==> src/rtl/shared_port_arbiter_if.sv <==
// Bundle of the requester-side and shared-port signals of the arbiter.
// The arbiter connects through the master modport; the surrounding
// producers and the sink drive and observe through the slave modport.
interface shared_port_arbiter_if #(
    parameter int NUM_REQ = 4,
    parameter int DATA_W  = 8,
    parameter int SRC_W   = (NUM_REQ > 1) ? $clog2(NUM_REQ) : 1
);
    logic [NUM_REQ-1:0]        req_valid;
    logic [NUM_REQ-1:0]        req_last;
    logic [NUM_REQ*DATA_W-1:0] req_data;
    logic [NUM_REQ-1:0]        req_ready;
    logic                      m_valid;
    logic [DATA_W-1:0]         m_data;
    logic                      m_last;
    logic [SRC_W-1:0]          m_src;
    logic                      m_ready;
    logic [NUM_REQ-1:0]        grant_oh;
    logic                      busy;

    modport master (
        input  req_valid, req_last, req_data, m_ready,
        output req_ready, m_valid, m_data, m_last, m_src, grant_oh, busy
    );

    modport slave (
        output req_valid, req_last, req_data, m_ready,
        input  req_ready, m_valid, m_data, m_last, m_src, grant_oh, busy
    );
endinterface

==> src/rtl/shared_port_arbiter.sv <==
// Burst-based round-robin arbiter sharing one valid/ready sink port among
// NUM_REQ producers. A grant lasts until the producer's last beat, a forced
// cap of MAX_BURST beats, or IDLE_TIMEOUT consecutive cycles with the
// granted producer's valid low. Every grant is followed by one IDLE cycle.
module shared_port_arbiter #(
    parameter int NUM_REQ      = 4,
    parameter int DATA_W       = 8,
    parameter int MAX_BURST    = 4,
    parameter int IDLE_TIMEOUT = 8,
    parameter int SRC_W        = (NUM_REQ > 1) ? $clog2(NUM_REQ) : 1
) (
    input  logic                 clk,
    input  logic                 rst_n,
    shared_port_arbiter_if.master bus
);
    // beat_cnt only has to reach MAX_BURST-1, so it can never wrap
    localparam int BCNT_W = $clog2(MAX_BURST) + 1;
    localparam int ICNT_W = $clog2(IDLE_TIMEOUT) + 1;

    typedef enum logic {IDLE, XFER} state_t;

    state_t             state, state_nxt;
    logic [NUM_REQ-1:0] grant_oh, grant_oh_nxt;
    logic [SRC_W-1:0]   src, src_nxt;
    logic [SRC_W-1:0]   last_ptr, last_ptr_nxt;
    logic [BCNT_W-1:0]  beat_cnt, beat_cnt_nxt;
    logic [ICNT_W-1:0]  idle_cnt, idle_cnt_nxt;

    logic               any_req;
    logic [SRC_W-1:0]   winner;
    int                 best;

    logic               g_valid;
    logic               g_last;
    logic [DATA_W-1:0]  g_data;
    logic               in_xfer;
    logic               beat_last;

    // Distance of requester idx from the highest-priority slot last_ptr+1,
    // so the nearest valid requester in rotating order has the smallest value.
    function automatic int rr_dist(input int idx, input int ptr);
        return (idx + NUM_REQ - 1 - ptr) % NUM_REQ;
    endfunction

    // Rotating-priority pick of the next winner among valid requesters
    always_comb begin
        any_req = 1'b0;
        winner  = '0;
        best    = NUM_REQ;
        for (int i = 0; i < NUM_REQ; i++) begin
            if (bus.req_valid[i] && (rr_dist(i, int'(last_ptr)) < best)) begin
                any_req = 1'b1;
                winner  = SRC_W'(i);
                best    = rr_dist(i, int'(last_ptr));
            end
        end
    end

    // Select the granted requester's signals; other requesters' data is never muxed through
    always_comb begin
        g_valid = 1'b0;
        g_last  = 1'b0;
        g_data  = '0;
        for (int i = 0; i < NUM_REQ; i++) begin
            if (int'(src) == i) begin
                g_valid = bus.req_valid[i];
                g_last  = bus.req_last[i];
                g_data  = bus.req_data[i*DATA_W +: DATA_W];
            end
        end
    end

    assign in_xfer   = (state == XFER);
    assign beat_last = g_valid && (g_last || (beat_cnt == BCNT_W'(MAX_BURST - 1)));

    assign bus.m_valid   = in_xfer && g_valid;
    assign bus.m_data    = in_xfer ? g_data : '0;
    assign bus.m_last    = in_xfer && beat_last;
    assign bus.req_ready = (in_xfer && bus.m_ready) ? grant_oh : '0;
    assign bus.m_src     = src;
    assign bus.grant_oh  = grant_oh;
    assign bus.busy      = in_xfer;

    // Next-state logic: arbitration in IDLE, burst/timeout tracking in XFER
    always_comb begin
        state_nxt    = state;
        grant_oh_nxt = grant_oh;
        src_nxt      = src;
        last_ptr_nxt = last_ptr;
        beat_cnt_nxt = beat_cnt;
        idle_cnt_nxt = idle_cnt;
        if (state == IDLE) begin
            if (any_req) begin
                state_nxt    = XFER;
                grant_oh_nxt = NUM_REQ'(1) << winner;
                src_nxt      = winner;
                last_ptr_nxt = winner;
                beat_cnt_nxt = '0;
                idle_cnt_nxt = '0;
            end
        end else if (bus.m_ready) begin
            // A stalled sink freezes everything, including the idle timer
            if (g_valid) begin
                idle_cnt_nxt = '0;
                if (beat_last) begin
                    state_nxt    = IDLE;
                    grant_oh_nxt = '0;
                end else begin
                    beat_cnt_nxt = beat_cnt + BCNT_W'(1);
                end
            end else if (idle_cnt == ICNT_W'(IDLE_TIMEOUT - 1)) begin
                state_nxt    = IDLE;
                grant_oh_nxt = '0;
            end else begin
                idle_cnt_nxt = idle_cnt + ICNT_W'(1);
            end
        end
    end

    // State register; last_ptr starts at the top index so requester 0 wins first
    always_ff @(posedge clk or negedge rst_n) begin
        if (!rst_n) begin
            state    <= IDLE;
            grant_oh <= '0;
            src      <= '0;
            last_ptr <= SRC_W'(NUM_REQ - 1);
            beat_cnt <= '0;
            idle_cnt <= '0;
        end else begin
            state    <= state_nxt;
            grant_oh <= grant_oh_nxt;
            src      <= src_nxt;
            last_ptr <= last_ptr_nxt;
            beat_cnt <= beat_cnt_nxt;
            idle_cnt <= idle_cnt_nxt;
        end
    end
endmodule
==> src/flat_wrapper.sv <==
// flat-port wrapper written by rule: the top's interface ports become plain ports
module shared_port_arbiter_flat 
#(
    parameter int NUM_REQ      = 4,
    parameter int DATA_W       = 8,
    parameter int MAX_BURST    = 4,
    parameter int IDLE_TIMEOUT = 8,
    parameter int SRC_W        = (NUM_REQ > 1) ? $clog2(NUM_REQ) : 1
)
  (clk, rst_n, bus_req_valid, bus_req_last, bus_req_data, bus_m_ready, bus_req_ready, bus_m_valid, bus_m_data, bus_m_last, bus_m_src, bus_grant_oh, bus_busy);
  shared_port_arbiter_if #(.NUM_REQ(NUM_REQ), .DATA_W(DATA_W), .SRC_W(SRC_W)) bus_i ();
  input  logic clk;
  input  logic rst_n;
  input wire logic [$bits(bus_i.req_valid)-1:0] bus_req_valid;
  input wire logic [$bits(bus_i.req_last)-1:0] bus_req_last;
  input wire logic [$bits(bus_i.req_data)-1:0] bus_req_data;
  input wire logic [$bits(bus_i.m_ready)-1:0] bus_m_ready;
  output wire logic [$bits(bus_i.req_ready)-1:0] bus_req_ready;
  output wire logic [$bits(bus_i.m_valid)-1:0] bus_m_valid;
  output wire logic [$bits(bus_i.m_data)-1:0] bus_m_data;
  output wire logic [$bits(bus_i.m_last)-1:0] bus_m_last;
  output wire logic [$bits(bus_i.m_src)-1:0] bus_m_src;
  output wire logic [$bits(bus_i.grant_oh)-1:0] bus_grant_oh;
  output wire logic [$bits(bus_i.busy)-1:0] bus_busy;
  assign bus_i.req_valid = bus_req_valid;
  assign bus_i.req_last = bus_req_last;
  assign bus_i.req_data = bus_req_data;
  assign bus_i.m_ready = bus_m_ready;
  assign bus_req_ready = bus_i.req_ready;
  assign bus_m_valid = bus_i.m_valid;
  assign bus_m_data = bus_i.m_data;
  assign bus_m_last = bus_i.m_last;
  assign bus_m_src = bus_i.m_src;
  assign bus_grant_oh = bus_i.grant_oh;
  assign bus_busy = bus_i.busy;
  shared_port_arbiter #(.NUM_REQ(NUM_REQ), .DATA_W(DATA_W), .MAX_BURST(MAX_BURST), .IDLE_TIMEOUT(IDLE_TIMEOUT), .SRC_W(SRC_W)) u_core (.clk(clk), .rst_n(rst_n), .bus(bus_i));
endmodule
==> config.mk <==
export PLATFORM = sky130hd
export DESIGN_NAME = shared_port_arbiter_flat
export DESIGN_NICKNAME = d
export VERILOG_FILES = /design/src/rtl/shared_port_arbiter_if.sv /design/src/rtl/shared_port_arbiter.sv /design/src/flat_wrapper.sv
export SDC_FILE = /design/constraint.sdc
export NUM_CORES = 1
export LEC_CHECK = 0
export CAP_MARGIN = 25
export CORE_ASPECT_RATIO = 0.6
export CORE_MARGIN = 4
export CORE_UTILIZATION = 25
export DETAILED_ROUTE_END_ITERATION = 16
export PLACE_DENSITY = 0.52
export SYNTH_ARGS = -nofsm -noshare
export SYNTH_HDL_FRONTEND = slang
export SYNTH_SLANG_ARGS = --single-unit
==> constraint.sdc <==
create_clock -name clk -period 7.4 [get_ports clk]
set_input_delay 1.85 -clock clk [delete_from_list [all_inputs] [get_ports clk]]
set_output_delay 1.85 -clock clk [all_outputs]
set_load 0.03 [all_outputs]
==> metrics.cfg <==
[clock_network]
cts_tree = yes
clkLatencyLatePin_ns = 0.25
cts_resized = 0
numCtsBuffers = 3
clk_pin_slew_ns = 0.06
clockRootBuffer = clkbuf_8
cts_max_path_buffers = 2
htree_levels = 1
clock_sinks = 16
cts_hold_buf = 0
cts_setup_buffers = 0

[logic_synthesis]
synth_top_family_by_area = multiplexers
seq_area_frac_synth_pct = 29.4
synth_flop_cell = dfrtp_1
syn_inst = 143
ys_seq_elements = 16
synthesis.area_um2 = 1370
synth_cell_types = 44
synth_edf_count = 0
synth_compound_area_share_pct = 18.9
synthAdderAreaFrac_pct = 5.48
ys.warnings.count = 0
synthMuxAreaShare_pct = 21.0
synthSimpleGateAreaFrac_pct = 18.9
synth_area_per_cell_um2 = 9.58
async_flop_share_pct = 100
synthXorXnorAreaFrac_pct = 0.639
synth_nets = 192

[worst_setup_path]
slowest_stage = clkdlybuf4s50_1
startpoint_type = primary input
path_cells = clkdlybuf4s50_1 > nand2b_1 > ha_1 > a21oi_1 > o21ai_0 > mux2i_1 > inv_1 > ha_1 > nor3b_1 > a41o_1 > a21oi_1 > mux2i_1 > ha_1 > a21oi_1 > o21ai_0 > o211ai_1 > o21a_1
path_max_fanout = 8
crit_path_end_kind = register
required_ns = 7.54
cp_top_family = compound AO/OA/AOI/OAI gates
regToRegSetupSlack_ns = 3.08
cp_num_buf_inv = 2
cp.arrival_ns = 5.94
cpPeakStageDelay_ns = 0.62
criticalPathCategory = in -> reg

[sta]
max_slew.worst_pin.slew_ns = 0.703
setup_ws_ns = 1.61
min_period_ns = 5.79
fin_skew_ns = 0.00381
relSlewSlack_pct = 53.0
drv_slew = 0
rsz0062_at_grt = no
fmax_mhz = 173
fin_crit_sh_pct = 78.3
hold_violations = 0
fin_tns_setup_ns = 0
setup_viol = 0

[floorplan]
initial_core_util_pct = 26.4
row_count = 20
die_h_um = 65.3
core_area_um2 = 5180
fp.dieW_um = 104
dieArea_um2 = 6770
num_io_pins = 64

[power_and_ir_drop]
ir_drop_mv = 0.167
p_per_area_nw_per_um2 = 415
p_leak_nw = 0.856

[finish]
syn2layout_area_growth_pct = 53.2
finalNonFillerCells = 270
final_nets = 255
n_antenna_cell = 0
drive_gt1_share_pct = 10.3

[global_routing]
grt_pass1_wl_um = 7320
grt_max_degree = 23
grt_pass1_vias = 1461
antenna_found_initial = 0
grt.total_usage_pct = 13.3
global_route.overflow_total = 0

[detailed_routing]
drtIter0Drc = 64
ant_nets = 0
drc_errors = 0
wl_um = 4370
vias = 1404
via_per_inst = 5.20
wl_per_cell_um = 16.2
firstDrtPassIters = 4

[placement]
globalplace.congestion = 0.839
io_buffers = 63
pre_cts_ws_ns = 1.46
dp_cells = 267
place_hpwl_um = 3390

[run_status]
status = finished clean

[run]
drv_cap = 0

[min_path]
hold_class = reg -> reg

==> final cells by class <==
class / count / area [um^2]
tap: 66 / 82.6
inverter: 14 / 52.6
fill: 510 / 3080
multi-input combinational: 108 / 890
clock buffer: 3 / 41.3
timing repair buffer: 63 / 631
sequential: 16 / 403
==> cell families after synthesis <==
kind of cell               after synthesis
xor gates and xnor gates                 1
buffers and inverters                   19
adders and majority gates                6
DFF                                     16
AOI/OAI and AO/OA                       35
muxes                                   17
and+or+nand+nor                         49
==> final timing paths <==
| path | from | to | cells past startpoint |
|---|---|---|---|
| min in group asynchronous | rst_n | u_core.bus.grant_oh[3]$_DFFE_PN0P_ | 1 |
| max | bus_req_valid[0] | u_core.bus.m_src[0]$_DFFE_PN0P_ | 17 |
| max reg2reg | u_core.last_ptr[0]$_DFFE_PN1P_ | u_core.bus.m_src[0]$_DFFE_PN0P_ | 17 |
| min | u_core.beat_cnt[2]$_DFFE_PN0P_ | u_core.beat_cnt[2]$_DFFE_PN0P_ | 2 |
| max in group asynchronous | rst_n | u_core.bus.grant_oh[1]$_DFFE_PN0P_ | 1 |
| min reg2reg | u_core.beat_cnt[2]$_DFFE_PN0P_ | u_core.beat_cnt[2]$_DFFE_PN0P_ | 2 |
==> worst register-to-register path, stage by stage, from the launching register on <==
cell and delay [ns]:
dfstp_2 0.60, xnor2_1 0.20, inv_1 0.08, ha_1 0.32
a21oi_1 0.07, o21ai_0 0.51, mux2i_1 0.34, inv_1 0.07
ha_1 0.28, nor3b_1 0.04, a41o_1 0.25, a21oi_1 0.25
mux2i_1 0.14, ha_1 0.33, a21oi_1 0.07, o21ai_0 0.32
o211ai_1 0.20, o21a_1 0.15
==> where the power goes <==
group / total [mW] / switching, mW / internal (mW)
clock: 0.0659 / 0.0297 / 0.0361
sequential: 0.197 / 0.0708 / 0.126
combinational: 0.609 / 0.318 / 0.291
total: 0.872 / 0.419 / 0.453
==> per-stage QoR <==
stage	cell area, um^2	utilization, %	total power, mW	hold slack, ns
global route	2100	40.5	0.947	0.541
global placement	2060	39.7	0.787	0.475
CTS	2100	40.5	0.874	0.512
floorplan	1370	-	0.603	0.456
detailed placement	2060	39.7	0.805	0.494
finish	2100	40.5	0.872	0.507
==> Yosys cell counts (3+ instances only) <==
cell      number  area, um^2
dfrtp_1       14         350
inv_1         14        52.6
and2_1        10        62.6
nor2_1        10        37.5
mux4_2         9         203
mux2i_1        7        70.1
nand2_1        7        26.3
ha_1           6        75.1
o21ai_0        6        30.0
a21oi_1        5        25.0
o21a_1         5        37.5
nor2b_1        4        25.0
nor3_1         4        20.0
nand2b_1       3        18.8
nand3_1        3        15.0
o22ai_1        3        18.8
==> placed cells by master, fill, tap and decap left out, types with 5 or more instances in the layout <==
cell	instances
o21a_1	5
mux2i_1	7
clkdlybuf4s50_1	63
mux4_2	9
nand2_1	7
a21oi_1	5
dfrtp_1	14
nor2_1	10
and2_1	10
ha_1	6
o21ai_0	6
inv_1	14
==> routing by layer <==
| metal | track usage, % | up-vias | share of wire [%] | wire length [um] |
|---|---|---|---|---|
| met5 | 0 | - | 0 | 0 |
| met4 | 2.65 | 0 | 0.39 | 17 |
| met3 | 4.71 | 4 | 7.8 | 341 |
| met2 | 21.7 | 66 | 43 | 1890 |
| met1 | 17.1 | 683 | 49 | 2130 |
| li1 | - | 651 | - | - |
==> registers in the layout (all words and copies together), names as in the netlist <==
register	cells
u_core.last_ptr	2
u_core.idle_cnt	4
u_core.bus.busy	1
u_core.bus.grant_oh	4
u_core.bus.m_src	2
u_core.beat_cnt	3
(Power assumes the default switching activity.)
